==> src/rtl/inst_fetch_pkg.sv <==
// Shared types and width constants for the instruction fetch slice.
package fetch_pkg;

  localparam int unsigned INST_W     = 32;
  localparam int unsigned WORD_SIZE  = 32;
  localparam int unsigned BLOCK_SIZE = 128;

  typedef enum logic [1:0] {
    S_ISSUE = 2'd0,
    S_RESP  = 2'd1,
    S_DRAIN = 2'd2
  } fetch_state_e;

  typedef struct packed {
    logic [WORD_SIZE-1:0] pc;
    logic [INST_W-1:0]    inst;
  } fetch_entry_t;

  function automatic logic [WORD_SIZE-1:0] word_align(input logic [WORD_SIZE-1:0] a);
    return {a[WORD_SIZE-1:2], 2'b00};
  endfunction

  function automatic logic [31:0] sat_inc(input logic [31:0] v);
    return (v == '1) ? v : v + 32'd1;
  endfunction

endpackage

==> src/rtl/inst_fetch_if.sv <==
// Cache, redirect and decode-side signals of the fetch unit; master is the fetch unit.
interface inst_fetch_if;
  import fetch_pkg::*;

  logic [WORD_SIZE-1:0]  icache_addr;
  logic [BLOCK_SIZE-1:0] icache_block;
  logic                  icache_miss;
  logic                  redirect_valid;
  logic [WORD_SIZE-1:0]  redirect_pc;
  logic                  inst_valid;
  logic [INST_W-1:0]     inst_data;
  logic [WORD_SIZE-1:0]  inst_pc;
  logic                  inst_ready;

  modport master (
    output icache_addr,
    input  icache_block, icache_miss,
    input  redirect_valid, redirect_pc,
    output inst_valid, inst_data, inst_pc,
    input  inst_ready
  );

  modport slave (
    input  icache_addr,
    output icache_block, icache_miss,
    output redirect_valid, redirect_pc,
    input  inst_valid, inst_data, inst_pc,
    output inst_ready
  );

endinterface

==> src/rtl/inst_fetch_fifo.sv <==
// Instruction queue: wrapping-pointer FIFO with flush; head reads zero when empty.
module fetch_fifo
  import fetch_pkg::*;
#(
  parameter int unsigned DEPTH = 4,
  parameter int unsigned WIDTH = WORD_SIZE + INST_W
) (
  input  logic                     clk,
  input  logic                     rst_n,
  input  logic                     push,
  input  logic                     pop,
  input  logic                     flush,
  input  logic [WIDTH-1:0]         data,
  output logic                     full,
  output logic                     empty,
  output logic [$clog2(DEPTH):0]   count,
  output logic [WIDTH-1:0]         head
);

  localparam int unsigned PTR_W = $clog2(DEPTH);
  localparam logic [PTR_W-1:0] PTR_ONE = PTR_W'(1);
  localparam logic [PTR_W:0]   CNT_ONE = (PTR_W + 1)'(1);
  localparam logic [PTR_W:0]   CNT_MAX = (PTR_W + 1)'(DEPTH);

  logic [PTR_W-1:0] wr_ptr_q, wr_ptr_d;
  logic [PTR_W-1:0] rd_ptr_q, rd_ptr_d;
  logic [PTR_W:0]   count_q, count_d;
  logic [WIDTH-1:0] mem_q [DEPTH];
  logic             do_push, do_pop;

  assign empty   = (count_q == '0);
  assign full    = (count_q == CNT_MAX);
  assign do_push = push && !full && !flush;
  assign do_pop  = pop && !empty && !flush;
  assign count   = count_q;
  assign head    = empty ? '0 : mem_q[rd_ptr_q];

  always_comb begin
    wr_ptr_d = wr_ptr_q;
    rd_ptr_d = rd_ptr_q;
    count_d  = count_q;
    if (flush) begin
      wr_ptr_d = '0;
      rd_ptr_d = '0;
      count_d  = '0;
    end else begin
      if (do_push) wr_ptr_d = wr_ptr_q + PTR_ONE;
      if (do_pop)  rd_ptr_d = rd_ptr_q + PTR_ONE;
      case ({do_push, do_pop})
        2'b10:   count_d = count_q + CNT_ONE;
        2'b01:   count_d = count_q - CNT_ONE;
        default: count_d = count_q;
      endcase
    end
  end

  always_ff @(posedge clk or negedge rst_n) begin
    if (!rst_n) begin
      wr_ptr_q <= '0;
      rd_ptr_q <= '0;
      count_q  <= '0;
    end else begin
      wr_ptr_q <= wr_ptr_d;
      rd_ptr_q <= rd_ptr_d;
      count_q  <= count_d;
    end
  end

  always_ff @(posedge clk) begin
    if (do_push) mem_q[wr_ptr_q] <= data;
  end

endmodule

==> src/rtl/inst_fetch.sv <==
// Instruction fetch: one outstanding icache request, queue toward decode, redirect handling.
// Optional FETCH_STATS_EN adds saturating fetch / miss-cycle counters.
module inst_fetch
  import fetch_pkg::*;
#(
  parameter logic [WORD_SIZE-1:0] RESET_PC    = 32'h0000_0000,
  parameter int unsigned          QUEUE_DEPTH = 4
) (
  input  logic        clk,
  input  logic        rst_n,
`ifdef FETCH_STATS_EN
  output logic [31:0] stat_fetched,
  output logic [31:0] stat_miss_cycles,
`endif
  inst_fetch_if.master bus
);

  localparam int unsigned CNT_W = $clog2(QUEUE_DEPTH) + 1;

  fetch_state_e         state_q, state_d;
  logic [WORD_SIZE-1:0] pc_q, pc_d;
  logic [WORD_SIZE-1:0] drain_pc_q, drain_pc_d;
  logic                 push, pop, room;
  logic                 fifo_full, fifo_empty;
  logic [CNT_W-1:0]     fifo_count;
  fetch_entry_t         push_entry, head_entry;

  assign pop  = bus.inst_valid && bus.inst_ready;
  // Room is judged after this cycle's pop so a full queue being drained can still issue.
  assign room = (fifo_count < CNT_W'(QUEUE_DEPTH)) || pop;

  assign push_entry.pc   = pc_q;
  assign push_entry.inst = bus.icache_block[BLOCK_SIZE-1 -: INST_W];

  assign bus.inst_valid = !fifo_empty;
  assign bus.inst_data  = head_entry.inst;
  assign bus.inst_pc    = head_entry.pc;

  always_comb begin
    state_d         = state_q;
    pc_d            = pc_q;
    drain_pc_d      = drain_pc_q;
    push            = 1'b0;
    bus.icache_addr = pc_q;
    unique case (state_q)
      S_ISSUE: begin
        if (!bus.redirect_valid && room) state_d = S_RESP;
      end
      S_RESP: begin
        if (bus.redirect_valid) begin
          if (bus.icache_miss) begin
            state_d    = S_DRAIN;
            drain_pc_d = pc_q;
          end else begin
            state_d = S_ISSUE;
          end
        end else if (!bus.icache_miss) begin
          push    = 1'b1;
          pc_d    = pc_q + WORD_SIZE'(4);
          state_d = S_ISSUE;
        end
      end
      S_DRAIN: begin
        // The cache still works on the abandoned address; its response is dropped.
        bus.icache_addr = drain_pc_q;
        if (!bus.icache_miss) state_d = S_ISSUE;
      end
      default: state_d = S_ISSUE;
    endcase
    if (bus.redirect_valid) pc_d = word_align(bus.redirect_pc);
  end

  always_ff @(posedge clk or negedge rst_n) begin
    if (!rst_n) begin
      state_q    <= S_ISSUE;
      pc_q       <= word_align(RESET_PC);
      drain_pc_q <= '0;
    end else begin
      state_q    <= state_d;
      pc_q       <= pc_d;
      drain_pc_q <= drain_pc_d;
    end
  end

  fetch_fifo #(
    .DEPTH (QUEUE_DEPTH),
    .WIDTH (WORD_SIZE + INST_W)
  ) u_fifo (
    .clk   (clk),
    .rst_n (rst_n),
    .push  (push),
    .pop   (pop),
    .flush (bus.redirect_valid),
    .data  (push_entry),
    .full  (fifo_full),
    .empty (fifo_empty),
    .count (fifo_count),
    .head  (head_entry)
  );

  assert property (@(posedge clk) disable iff (!rst_n) !(push && fifo_full));

`ifdef FETCH_STATS_EN
  logic [31:0] fetched_q, miss_cyc_q;

  always_ff @(posedge clk or negedge rst_n) begin
    if (!rst_n) begin
      fetched_q  <= '0;
      miss_cyc_q <= '0;
    end else begin
      if (push) fetched_q <= sat_inc(fetched_q);
      if ((state_q == S_RESP || state_q == S_DRAIN) && bus.icache_miss)
        miss_cyc_q <= sat_inc(miss_cyc_q);
    end
  end

  assign stat_fetched     = fetched_q;
  assign stat_miss_cycles = miss_cyc_q;
`endif

endmodule

==> src/flat_wrapper.sv <==
// flat-port wrapper written by rule: the top's interface ports become plain ports
module inst_fetch_flat import fetch_pkg::*;
#(
  parameter logic [WORD_SIZE-1:0] RESET_PC    = 32'h0000_0000,
  parameter int unsigned          QUEUE_DEPTH = 4
)
  (clk, rst_n, bus_icache_addr, bus_icache_block, bus_icache_miss, bus_redirect_valid, bus_redirect_pc, bus_inst_valid, bus_inst_data, bus_inst_pc, bus_inst_ready);
  inst_fetch_if bus_i ();
  input  logic clk;
  input  logic rst_n;
  output wire logic [$bits(bus_i.icache_addr)-1:0] bus_icache_addr;
  input wire logic [$bits(bus_i.icache_block)-1:0] bus_icache_block;
  input wire logic [$bits(bus_i.icache_miss)-1:0] bus_icache_miss;
  input wire logic [$bits(bus_i.redirect_valid)-1:0] bus_redirect_valid;
  input wire logic [$bits(bus_i.redirect_pc)-1:0] bus_redirect_pc;
  output wire logic [$bits(bus_i.inst_valid)-1:0] bus_inst_valid;
  output wire logic [$bits(bus_i.inst_data)-1:0] bus_inst_data;
  output wire logic [$bits(bus_i.inst_pc)-1:0] bus_inst_pc;
  input wire logic [$bits(bus_i.inst_ready)-1:0] bus_inst_ready;
  assign bus_icache_addr = bus_i.icache_addr;
  assign bus_i.icache_block = bus_icache_block;
  assign bus_i.icache_miss = bus_icache_miss;
  assign bus_i.redirect_valid = bus_redirect_valid;
  assign bus_i.redirect_pc = bus_redirect_pc;
  assign bus_inst_valid = bus_i.inst_valid;
  assign bus_inst_data = bus_i.inst_data;
  assign bus_inst_pc = bus_i.inst_pc;
  assign bus_i.inst_ready = bus_inst_ready;
  inst_fetch #(.RESET_PC(RESET_PC), .QUEUE_DEPTH(QUEUE_DEPTH)) u_core (.clk(clk), .rst_n(rst_n), .bus(bus_i));
endmodule
==> config.mk <==
export PLATFORM = sky130hd
export DESIGN_NAME = inst_fetch_flat
export DESIGN_NICKNAME = d
export VERILOG_FILES = /design/src/rtl/inst_fetch_pkg.sv /design/src/rtl/inst_fetch_if.sv /design/src/rtl/inst_fetch_fifo.sv /design/src/rtl/inst_fetch.sv /design/src/flat_wrapper.sv
export SDC_FILE = /design/constraint.sdc
export NUM_CORES = 1
export LEC_CHECK = 0
export ABC_AREA = 0
export BUFFER_PORTS_ARGS = -buffer_cell sky130_fd_sc_hd__buf_2
export CAP_MARGIN = 30
export CORE_UTILIZATION = 57
export CTS_BUF_LIST = sky130_fd_sc_hd__clkbuf_4 sky130_fd_sc_hd__clkbuf_8
export DETAILED_ROUTE_END_ITERATION = 8
export PLACE_DENSITY = 0.82
export SYNTH_ARGS = -nofsm -noshare
export SYNTH_HDL_FRONTEND = slang
export SYNTH_SLANG_ARGS = --single-unit
==> constraint.sdc <==
create_clock -name clk -period 3.5 [get_ports clk]
set_input_delay 0.35 -clock clk [delete_from_list [all_inputs] [get_ports clk]]
set_output_delay 0.35 -clock clk [all_outputs]
set_load 0.01 [all_outputs]
==> results.cfg <==
[run_status]
outcome = finished clean

[final_layout]
nets = 1144
layout_commonest_cell = edfxtp_1
area_delta_synth_final_pct = 20.5
fillCellCount = 1466
final_cell_mix = 248 x edfxtp_1, 159 x buf_2, 67 x dfrtp_1
fin_util = 0.697
drive_gt1_frac = 0.397

[yosys]
synth-main-ff-cell = edfxtp_1
synth.ff_latch_count = 317
ys_async_sr_fraction = 0.218
ys_warn_count = 0
synth.distinct_cells = 46
avgSynthCellArea_um2 = 17.8
synth_area_um2 = 13100
synth_edf_count = 248
yosysSeqAreaShare = 0.702
synth_cells = 736

[worst_setup_path]
r2r_setup_slack_ns = 1.04
required_ns = 3.15
critPathCaptureType = primary output
crit_chain = or3_2 > buf_4 > and2_1 > buf_2
startpoint_type = flop
slowest_delay_ns = 0.80
cp_slowest_cell = or3_2
cp_max_fo = 34
critPathArrivalTime_ns = 2.52
crit_type = flop to primary output

[routing]
drc = 0
antenna_left = 0
vias = 7214
firstDrtPassIters = 5
routedWlPerCell_um = 19.8
vias_per_cell = 5.55
routed_wl_um = 25700
drt_iter0_markers = 415

[clock_network]
worst_skew_pair.late_latency_ns = 0.56
cts_tree = built
clkSinkCount = 317
htree_levels = 2
clk_pin_slew_ns = 0.06
cts_made_buffers = 50
cts-root-buf = clkbuf_8
post_cts_buffers = 0
clockBufferDepth = 3

[timing]
slew_headroom = 0.457
rsz0062_at_grt = no
clock.fmax_mhz = 349
finalMaxSlewViolations = 0
worst_slew_pin_slew_ns = 0.815
finalSetupTns_ns = 0
setup_viol = 0
finalHoldViolCount = 0
period_minus_slack_ns = 2.87
finClkSkew_ns = 0.0277
finalCritPeriodShare = 0.819

[global_route]
grt_start_max_net_pins = 66
grt_pass1_wl_um = 40100
grt_usage = 0.223
grt_overflow = 0
antenna_found_initial = 1
grt_pass1_vias = 7396

[die]
core_um2 = 22600
dieArea_um2 = 23500
rows = 55
start_util = 0.579
fp.dieW_um = 153
num_io_pins = 262
die_h_um = 153

[place]
io_buffers = 159
dp_hpwl_um = 15800
routabilityCongestion = 0.742

[worst_hold_path]
hold_class = primary input to flop

[pwr]
p_leak_nw = 5.88
ir_worst_vdd_uv = 375
p_per_area_nw_per_um2 = 654

[job]
max_cap_violations = 0
-- routing by layer --
layer	track usage	up-vias	wire, um
met1	0.296	3614	10800
met3	0.0451	38	1550
met2	0.372	255	12900
li1	-	3307	-
met4	0.0752	0	457
met5	0	-	0
-- where the power goes --
| group | leakage [nW] | switching (mW) | internal, mW | total (mW) |
|---|---|---|---|---|
| clock | 0.541 | 1.36 | 1.72 | 3.09 |
| sequential | 3.09 | 0.304 | 4.38 | 4.69 |
| combinational | 2.25 | 1.22 | 1.31 | 2.53 |
| total | 5.88 | 2.89 | 7.41 | 10.3 |
-- per-stage QoR --
stage / hold WS (ns) / setup WS (ns) / instance area (um^2) / total power [mW] / cells
final: 0.0285 / 0.635 / 15700 / 10.3 / 1300
after global routing: 0.00895 / 0.506 / 15700 / 10.8 / 1299
after CTS: 0.00115 / 0.575 / 15700 / 10.4 / 1298
after detailed placement: 0.480 / 0.919 / 14300 / 7.28 / 1162
after global placement: 0.466 / 0.963 / 14300 / 7.22 / 1162
after floorplan: 0.0544 / 0.601 / 13100 / 6.33 / 739
-- kinds of logic after synthesis --
| kind of cell | after synthesis | share of synthesized area |
|---|---|---|
| buf+inv | 48 | 0.0173 |
| simple gates | 168 | 0.0767 |
| fa+ha+maj | 6 | 0.00632 |
| flops | 317 | 0.702 |
| mux | 124 | 0.160 |
| xor+xnor | 31 | 0.0208 |
| compound gates | 41 | 0.0166 |
| other cells | 1 | 0.000287 |
-- worst paths after layout --
check | endpoint | cells after the start | from
min reg2reg | u_core.drain_pc_q[4] | 2 | u_core.drain_pc_q[4]
max | bus_inst_pc[28] | 4 | u_core.u_fifo.count[1]
min | u_core.pc_q[26] | 3 | bus_redirect_pc[26]
min in group asynchronous | u_core.pc_q[20] | 2 | rst_n
max in group asynchronous | u_core.pc_q[12] | 3 | rst_n
max reg2reg | u_core.u_fifo.count[2] | 8 | u_core.state_q[1]
-- worst max-delay path, delay by kind of cell, from the launching register on --
family	cells	cell delay, ns
simple gates	2	1.00
flops	1	0.44
buf+inv	2	0.49
-- registers in the layout (all words and copies together) (netlist names) --
| name | count |
|---|---|
| u_core.pc_q | 30 |
| u_core.u_fifo.rd_ptr_q | 2 |
| u_core.u_fifo.count | 3 |
| u_core.state_q | 2 |
| u_core.drain_pc_q | 30 |
| u_core.u_fifo.wr_ptr_q | 2 |
| u_core.u_fifo.mem_q | 248 |
-- what timing repair did --
action / CTS / global route
endpoints found under the hold margin: 152 / 3
hold buffers: 43 / 1
resized for setup: 0 / 0
-- synthesized netlist by cell type, drive strengths merged (2+ instances only) --
cell | n | area (um^2)
buf | 21 | 125
nand3 | 14 | 75.1
and2 | 67 | 419
xor2 | 27 | 236
xnor2 | 4 | 35.0
nor4 | 2 | 42.5
mux4 | 62 | 1400
or3 | 4 | 25.0
o21ai | 32 | 160
nor2 | 14 | 62.6
mux2 | 58 | 653
edfxtp | 248 | 7450
and3 | 6 | 37.5
and2b | 2 | 15.0
inv | 6 | 22.5
nand4 | 9 | 83.8
nand2 | 41 | 154
mux2i | 4 | 40.0
a21oi | 4 | 20.0
nor3 | 2 | 10.0
a31oi | 3 | 18.8
ha | 5 | 62.6
dfrtp | 69 | 1730
clkbuf | 21 | 78.8
-- layout make-up --
class                   instances  area (um^2)  share of cell area
diodes                          1         2.50            0.000159
clock buffers                  76          902              0.0573
clock inverters                17          106             0.00676
inverters                       6         22.5             0.00143
multi-input cells             374         3690               0.234
flip-flops and latches        317         9180               0.583
well taps                     285          357              0.0227
repair buffers                224         1480              0.0941
No activity file was read; power rests on OpenSTA's default activity.
